[config.mk]
export PLATFORM = sky130hd
export DESIGN_NAME = prog_clk_divider
export DESIGN_NICKNAME = d
export VERILOG_FILES = /design/src/rtl/prog_clk_div_pkg.sv /design/src/rtl/clk_div_phase_gen.sv /design/src/rtl/prog_clk_divider.sv
export SDC_FILE = /design/constraint.sdc
export NUM_CORES = 1
export LEC_CHECK = 0
export BUFFER_PORTS_ARGS = -buffer_cell sky130_fd_sc_hd__clkbuf_2
export CORE_MARGIN = 2
export CORE_UTILIZATION = 58
export DETAILED_ROUTE_END_ITERATION = 8
export HOLD_SLACK_MARGIN = 0.1
export PLACE_DENSITY = 0.79
export SYNTH_ARGS = -nofsm -noshare
export SYNTH_HDL_FRONTEND = slang
export SYNTH_SLANG_ARGS = --single-unit
[constraint.sdc]
create_clock -name clk_in -period 3.7 [get_ports clk_in]
set_input_delay 0.37 -clock clk_in [delete_from_list [all_inputs] [get_ports clk_in]]
set_output_delay 0.37 -clock clk_in [all_outputs]
set_load 0.01 [all_outputs]
[src/rtl/prog_clk_div_pkg.sv]
// prog_clk_div_pkg: shared types and helpers
// for the programmable clock divider.
package prog_clk_div_pkg;

  typedef enum logic {
    MODE_50    = 1'b0,
    MODE_PULSE = 1'b1
  } mode_e;

  localparam int unsigned MIN_DIV = 1;

  function automatic int unsigned half_up(
    input int unsigned n
  );
    return (n + 1) / 2;
  endfunction

endpackage

[src/rtl/clk_div_phase_gen.sv]
// clk_div_phase_gen: period counter, posedge and
// negedge phase flops, clk_out and tick shaping.
module clk_div_phase_gen
  import prog_clk_div_pkg::*;
#(
  parameter int unsigned CNT_W = 10
) (
  input  logic             clk_in,
  input  logic             rst_n,
  input  logic             run,
  input  logic             run_d,
  input  logic             restart,
  input  logic [CNT_W-1:0] div_n,
  input  mode_e            mode,
  output logic             at_end,
  output logic             clk_out,
  output logic             tick
);

  logic [CNT_W-1:0] cnt;
  logic [CNT_W-1:0] cnt_inc;
  logic [CNT_W-1:0] half;
  logic             p_ph;
  logic             n_ph;
  logic             bypass;
  logic             odd_50;

  assign cnt_inc = cnt + CNT_W'(1);
  assign half    = CNT_W'(half_up(32'(div_n)));
  assign at_end  = (cnt == div_n - CNT_W'(1));
  assign bypass  = (div_n == CNT_W'(MIN_DIV));
  assign odd_50  = (mode == MODE_50)
                 & div_n[0]
                 & ~bypass;

  always_ff @(posedge clk_in or negedge rst_n) begin
    if (!rst_n) begin
      cnt  <= '0;
      p_ph <= 1'b0;
      tick <= 1'b0;
    end else if (restart) begin
      cnt  <= '0;
      p_ph <= 1'b1;
      tick <= 1'b1;
    end else if (run_d) begin
      cnt  <= cnt_inc;
      p_ph <= (mode == MODE_50)
            & (cnt_inc < half);
      tick <= 1'b0;
    end else begin
      cnt  <= '0;
      p_ph <= 1'b0;
      tick <= 1'b0;
    end
  end

  // Masked in bypass so a switch from N=1 to
  // an odd divisor does not rise half a cycle early.
  always_ff @(negedge clk_in or negedge rst_n) begin
    if (!rst_n) begin
      n_ph <= 1'b0;
    end else begin
      n_ph <= p_ph & ~bypass;
    end
  end

  always_comb begin
    clk_out = p_ph;
    unique case (1'b1)
      bypass:  clk_out = clk_in & run;
      odd_50:  clk_out = p_ph & n_ph;
      default: clk_out = p_ph;
    endcase
  end

endmodule

[src/rtl/prog_clk_divider.sv]
// prog_clk_divider: runtime-programmable integer
// clock divider with boundary-aligned reloads.
module prog_clk_divider
  import prog_clk_div_pkg::*;
#(
  parameter int unsigned CNT_W   = 10,
  parameter int unsigned DEF_DIV = 3
) (
  input  logic             clk_in,
  input  logic             rst_n,
  input  logic             en,
  input  logic [CNT_W-1:0] div_val,
  input  logic             div_load,
  input  logic             mode_pulse,
  output logic             clk_out,
  output logic             tick,
  output logic [CNT_W-1:0] div_active,
  output logic             load_pending,
  output logic             load_err
);

  logic             run_q;
  logic             run_d;
  logic             bnd;
  logic             restart;
  logic             at_end;
  logic             load_ok;
  logic             load_bad;
  logic [CNT_W-1:0] sh_div;
  logic [CNT_W-1:0] act_div;
  mode_e            sh_mode;
  mode_e            act_mode;
  mode_e            req_mode;

  assign req_mode = mode_pulse ? MODE_PULSE
                               : MODE_50;
  assign load_ok  = div_load
                  & (div_val >= CNT_W'(MIN_DIV));
  assign load_bad = div_load & ~load_ok;

  // Idle counts as a boundary so loads and
  // starts take effect on the very next edge.
  assign bnd     = ~run_q | at_end;
  assign run_d   = bnd ? en : run_q;
  assign restart = bnd & en;

  assign div_active = act_div;

  always_ff @(posedge clk_in or negedge rst_n) begin
    if (!rst_n) begin
      run_q <= 1'b0;
    end else begin
      run_q <= run_d;
    end
  end

  always_ff @(posedge clk_in or negedge rst_n) begin
    if (!rst_n) begin
      sh_div  <= CNT_W'(DEF_DIV);
      sh_mode <= MODE_50;
    end else if (load_ok) begin
      sh_div  <= div_val;
      sh_mode <= req_mode;
    end
  end

  always_ff @(posedge clk_in or negedge rst_n) begin
    if (!rst_n) begin
      act_div  <= CNT_W'(DEF_DIV);
      act_mode <= MODE_50;
    end else if (bnd) begin
      if (load_ok) begin
        act_div  <= div_val;
        act_mode <= req_mode;
      end else if (load_pending) begin
        act_div  <= sh_div;
        act_mode <= sh_mode;
      end
    end
  end

  always_ff @(posedge clk_in or negedge rst_n) begin
    if (!rst_n) begin
      load_pending <= 1'b0;
      load_err     <= 1'b0;
    end else begin
      load_err <= load_bad;
      if (bnd) begin
        load_pending <= 1'b0;
      end else if (load_ok) begin
        load_pending <= 1'b1;
      end
    end
  end

  clk_div_phase_gen #(
    .CNT_W (CNT_W)
  ) u_phase (
    .clk_in  (clk_in),
    .rst_n   (rst_n),
    .run     (run_q),
    .run_d   (run_d),
    .restart (restart),
    .div_n   (act_div),
    .mode    (act_mode),
    .at_end  (at_end),
    .clk_out (clk_out),
    .tick    (tick)
  );

endmodule

==> impl_results.html <==
<table>
<tr><th>Metric</th><th>Value</th></tr>
<tr><th colspan="2">Detailed routing</th></tr>
<tr><td>Routed via count</td><td>1997</td></tr>
<tr><td>Total wire length after detailed routing</td><td>5.587 mm</td></tr>
<tr><td>Number of iterations in the first detailed-routing pass</td><td>4</td></tr>
<tr><td>Routed WL per cell</td><td>16.68 um</td></tr>
<tr><td>Remaining antenna violation count after routing</td><td>0</td></tr>
<tr><td>Initial drt markers</td><td>147</td></tr>
<tr><td>Detailed-route DRC error count</td><td>0</td></tr>
<tr><td>Vias per Instance</td><td>5.961</td></tr>
<tr><th colspan="2">Logic synthesis</th></tr>
<tr><td>Register area share after synthesis</td><td>39.40%</td></tr>
<tr><td>XOR/XNOR share of the synthesized area</td><td>8.664%</td></tr>
<tr><td>Most frequent cell after synthesis</td><td>sky130_fd_sc_hd__dfrtp_1</td></tr>
<tr><td>Area contributors post-synth</td><td>sky130_fd_sc_hd__dfrtp_1 34%, sky130_fd_sc_hd__ha_1 6.7%, sky130_fd_sc_hd__nand2_1 5.0%, sky130_fd_sc_hd__dfstp_2 4.3%, sky130_fd_sc_hd__xnor2_1 4.3%</td></tr>
<tr><td>Fraction of synthesized cell area taken by the top area cell type</td><td>34.04%</td></tr>
<tr><td>Average cell area after synthesis</td><td>9.627 um2</td></tr>
<tr><td>Number of unique standard cell types used by synthesis</td><td>57</td></tr>
<tr><td>Proportion of register bits with asynchronous set or reset after synthesis</td><td>100.0%</td></tr>
<tr><td>Warnings from Yosys</td><td>0</td></tr>
<tr><td>Number of enable-type register cells in the synthesized netlist</td><td>0</td></tr>
<tr><td>Post-synth top area cell</td><td>sky130_fd_sc_hd__dfrtp_1</td></tr>
<tr><td>Syn Inst Count</td><td>252</td></tr>
<tr><td>Synth Area in Compound Gates</td><td>16.97%</td></tr>
<tr><td>Fraction of the mapped netlist area in adder cells</td><td>6.704%</td></tr>
<tr><td>Flip-flop and latch count after synthesis</td><td>38</td></tr>
<tr><td>Fraction of the mapped netlist area in simple logic gates</td><td>22.02%</td></tr>
<tr><td>Largest family of logic cells by synthesized area</td><td>simple AND/OR/NAND/NOR gates</td></tr>
<tr><td>Main flop type after synthesis</td><td>sky130_fd_sc_hd__dfrtp_1</td></tr>
<tr><td>Most numerous cell types in the synthesized netlist</td><td>33 x sky130_fd_sc_hd__dfrtp_1, 32 x sky130_fd_sc_hd__nand2_1, 14 x sky130_fd_sc_hd__nand3_1</td></tr>
<tr><td>Synthesized cell area</td><td>2426 um2</td></tr>
<tr><td>Synthesized net count</td><td>280</td></tr>
<tr><td>Fraction of synthesized area in multiplexers</td><td>1.857%</td></tr>
<tr><th colspan="2">Placement</th></tr>
<tr><td>Post-Place Cell Area</td><td>2601 um2</td></tr>
<tr><td>Pre-CTS setup slack</td><td>0.2155 ns</td></tr>
<tr><td>Input/output buffers</td><td>28</td></tr>
<tr><td>Placer's final routability congestion estimate</td><td>0.9414</td></tr>
<tr><td>Placed wire-length estimate after detailed placement</td><td>4.175 mm</td></tr>
<tr><th colspan="2">CTS</th></tr>
<tr><td>Buffers inserted during post-CTS setup optimization</td><td>0</td></tr>
<tr><td>Post_cts resized</td><td>0</td></tr>
<tr><td>CTS tree</td><td>done</td></tr>
<tr><td>Clock transition at the register clock pins on the worst setup and hold paths after CTS</td><td>0.08 ns</td></tr>
<tr><td>Clock latency on the worst-skew pair</td><td>0.42 ns</td></tr>
<tr><th colspan="2">Critical path</th></tr>
<tr><td>Critical-path cell with the highest stage delay</td><td>sky130_fd_sc_hd__dfstp_2</td></tr>
<tr><td>Worst-path maximum fanout</td><td>12</td></tr>
<tr><td>CP Class</td><td>reg2reg</td></tr>
<tr><td>Delay of the slowest cell on the worst path</td><td>0.65 ns</td></tr>
<tr><td>Worst Path Arrival</td><td>1.92 ns</td></tr>
<tr><td>Type of destination of the critical path</td><td>register</td></tr>
<tr><td>Number of buffers and inverters on the critical path</td><td>0</td></tr>
<tr><td>Top Family by Delay on Critical Path</td><td>flip-flops</td></tr>
<tr><td>Ordered list of cells on the worst path</td><td>ha_1 &gt; nor3b_1 &gt; o311ai_0 &gt; and2_1</td></tr>
<tr><td>Category of the worst setup path launch point</td><td>register</td></tr>
<tr><td>Data required, critical path</td><td>2.12 ns</td></tr>
<tr><th colspan="2">Timing</th></tr>
<tr><td>Sum Neg Setup Slack</td><td>0 ns</td></tr>
<tr><td>Tightest slew margin relative to the limit</td><td>52.23%</td></tr>
<tr><td>Post-route clock skew</td><td>0.01916 ns</td></tr>
<tr><td>Smallest hold slack</td><td>0.1663 ns</td></tr>
<tr><td>Final worst setup slack</td><td>0.1967 ns</td></tr>
<tr><td>Finish-stage setup viols</td><td>0</td></tr>
<tr><td>Final hold viol count</td><td>0</td></tr>
<tr><td>Max Transition Viols Final</td><td>0</td></tr>
<tr><td>Transition at the pin with the smallest max-transition slack</td><td>0.7075 ns</td></tr>
<tr><td>Unrepaired setup endpoints after global routing</td><td>no</td></tr>
<tr><th colspan="2">Outcome</th></tr>
<tr><td>Run status</td><td>finished, final reports clean</td></tr>
<tr><th colspan="2">Die</th></tr>
<tr><td>Die area</td><td>4716 um2</td></tr>
<tr><td>Height of the chip</td><td>68.68 um</td></tr>
<tr><td>Initial core utilization</td><td>60.65%</td></tr>
<tr><td># IOs</td><td>29</td></tr>
<tr><td>Width of the die</td><td>68.68 um</td></tr>
<tr><td>Rows</td><td>23</td></tr>
<tr><td>Core Box Area</td><td>4000 um2</td></tr>
<tr><th colspan="2">GRT</th></tr>
<tr><td>Tot GR Track Use</td><td>27.30%</td></tr>
<tr><td>Number of global-route vias before repair</td><td>1904</td></tr>
<tr><td>Sum of overflow across all layers after global routing</td><td>0</td></tr>
<tr><td>Global-route wire length before repair</td><td>9.163 mm</td></tr>
<tr><td>Maximum number of pins on one net before global-route repair</td><td>38</td></tr>
<tr><td>Initial antenna violation count</td><td>0</td></tr>
<tr><th colspan="2">Flow run</th></tr>
<tr><td>Number of max-cap violations</td><td>0</td></tr>
<tr><th colspan="2">Hold path</th></tr>
<tr><td>Worst hold-check path type</td><td>in2reg</td></tr>
<tr><th colspan="2">Layout</th></tr>
<tr><td>Net count, final</td><td>312</td></tr>
<tr><td>Total area of sequential cells</td><td>955.9 um2</td></tr>
<tr><td>Antenna cells</td><td>0</td></tr>
<tr><td>Layout cells sized above 1</td><td>20.35%</td></tr>
<tr><td>Number of fillers in the final layout</td><td>303</td></tr>
<tr><td>Area growth from synthesis to layout</td><td>15.01%</td></tr>
<tr><td>Fin area</td><td>2790 um2</td></tr>
<tr><td>Multi-input gate area</td><td>1364 um2</td></tr>
<tr><th colspan="2">Power and ir drop</th></tr>
<tr><td>Static Leakage</td><td>1.314 nW</td></tr>
<tr><td>Power density relative to cell area</td><td>843.9 nW/um2</td></tr>
<tr><td>Peak VDD IR</td><td>0.5243 mV</td></tr>
</table>
[cells by family (layout without fill, tap and decap cells)]
| kind of cell | count (synthesis) | count (layout) |
|---|---|---|
| simple gates | 99 | 99 |
| compound gates | 54 | 54 |
| flops | 38 | 38 |
| xor+xnor | 24 | 24 |
| buf+inv | 20 | 53 |
| fa+ha+maj | 13 | 13 |
| mux | 4 | 4 |
[layer usage]
layer  vias to the layer above  track usage, %  share of wire [%]
li1                        968               -                  -
met1                       951           38.10                 47
met2                        71           40.63                 45
met3                         7           6.656                5.8
met4                         0           11.00                1.4
met5                         -               0                  0
[placed cells by master, fill, tap and decap left out, types with 2 or more instances in the layout]
master	n
sky130_fd_sc_hd__clkbuf_8	8
sky130_fd_sc_hd__o32ai_1	3
sky130_fd_sc_hd__and3_1	6
sky130_fd_sc_hd__dfrtp_1	33
sky130_fd_sc_hd__nand3_1	14
sky130_fd_sc_hd__buf_4	8
sky130_fd_sc_hd__dfstp_2	4
sky130_fd_sc_hd__xor2_1	12
sky130_fd_sc_hd__a21boi_0	4
sky130_fd_sc_hd__o32a_1	2
sky130_fd_sc_hd__o22ai_1	7
sky130_fd_sc_hd__clkbuf_2	28
sky130_fd_sc_hd__a21o_1	3
sky130_fd_sc_hd__a31oi_1	3
sky130_fd_sc_hd__nor3b_1	2
sky130_fd_sc_hd__o31ai_1	2
sky130_fd_sc_hd__or4_1	2
sky130_fd_sc_hd__nor2b_1	5
sky130_fd_sc_hd__inv_1	5
sky130_fd_sc_hd__nand2_1	32
sky130_fd_sc_hd__mux2i_1	3
sky130_fd_sc_hd__nor2_1	12
sky130_fd_sc_hd__a22oi_1	6
sky130_fd_sc_hd__o211ai_1	2
sky130_fd_sc_hd__ha_1	13
sky130_fd_sc_hd__bufinv_16	2
sky130_fd_sc_hd__nand2b_1	2
sky130_fd_sc_hd__a22o_1	5
sky130_fd_sc_hd__and2_1	11
sky130_fd_sc_hd__a21oi_1	3
sky130_fd_sc_hd__xnor2_1	12
sky130_fd_sc_hd__o21ai_0	5
[final timing paths]
kind | slack (ns) | to | start | depth (start not counted)
worst min-delay path | 0.17 | sh_div[1]$_DFFE_PN1P_ | div_val[1] | 3
worst min register to register | 0.47 | sh_div[1]$_DFFE_PN1P_ | sh_div[1]$_DFFE_PN1P_ | 2
worst max-delay path | 0.20 | u_phase.n_ph$_DFF_NN0_ | div_active[0]$_DFFE_PN1P_ | 4
min in group asynchronous | 0.58 | div_active[4]$_DFFE_PN0P_ | rst_n | 3
max in group asynchronous | 1.56 | u_phase.n_ph$_DFF_NN0_ | rst_n | 2
worst max register to register | 0.20 | u_phase.n_ph$_DFF_NN0_ | div_active[0]$_DFFE_PN1P_ | 4
[per-stage QoR]
stage | power, mW | std cells | util, %
3_5_place_dp | 1.832 | 323 | 65.03
2_1_floorplan | 1.532 | 252 | -
3_3_place_gp | 1.804 | 323 | 65.03
6_report | 2.355 | 335 | 69.75
5_1_grt | 2.540 | 335 | 69.75
4_1_cts | 2.357 | 335 | 69.75
[repair_timing]
item	CTS	global route
setup endpoints to repair	0	0
hold buffers	1	0
hold endpoints to repair	33	0
[worst reg2reg max path: stages, from the launching register on]
cell and delay (ns):
sky130_fd_sc_hd__dfstp_2 0.65, sky130_fd_sc_hd__ha_1 0.19, sky130_fd_sc_hd__nor3b_1 0.16, sky130_fd_sc_hd__o311ai_0 0.27
sky130_fd_sc_hd__and2_1 0.25
[power breakdown]
| group | internal (mW) | leakage [nW] | switching (mW) |
|---|---|---|---|
| combinational | 0.502 | 0.748 | 0.589 |
| sequential | 0.551 | 0.459 | 0.184 |
| clock | 0.349 | 0.108 | 0.179 |
[sequential cells by signal, summed over array words and instances, names as in the netlist]
register and flops:
div_active 10, sh_div 10, u_phase.cnt 10, act_mode 1, load_err 1, load_pending 1
run_q 1, sh_mode 1, u_phase.n_ph 1, u_phase.p_ph 1, u_phase.tick 1
[area by class of cell]
cell class	instances	share of cell area (%)
Multi-Input combinational cell	194	48.88
Sequential cell	38	34.26
Timing Repair Buffer	36	7.354
Clock buffer	9	4.126
Clock inverter	3	2.466
Tap cell	50	2.242
Inverter	5	0.6726
Note: power is estimated with default switching activity, not from simulation.
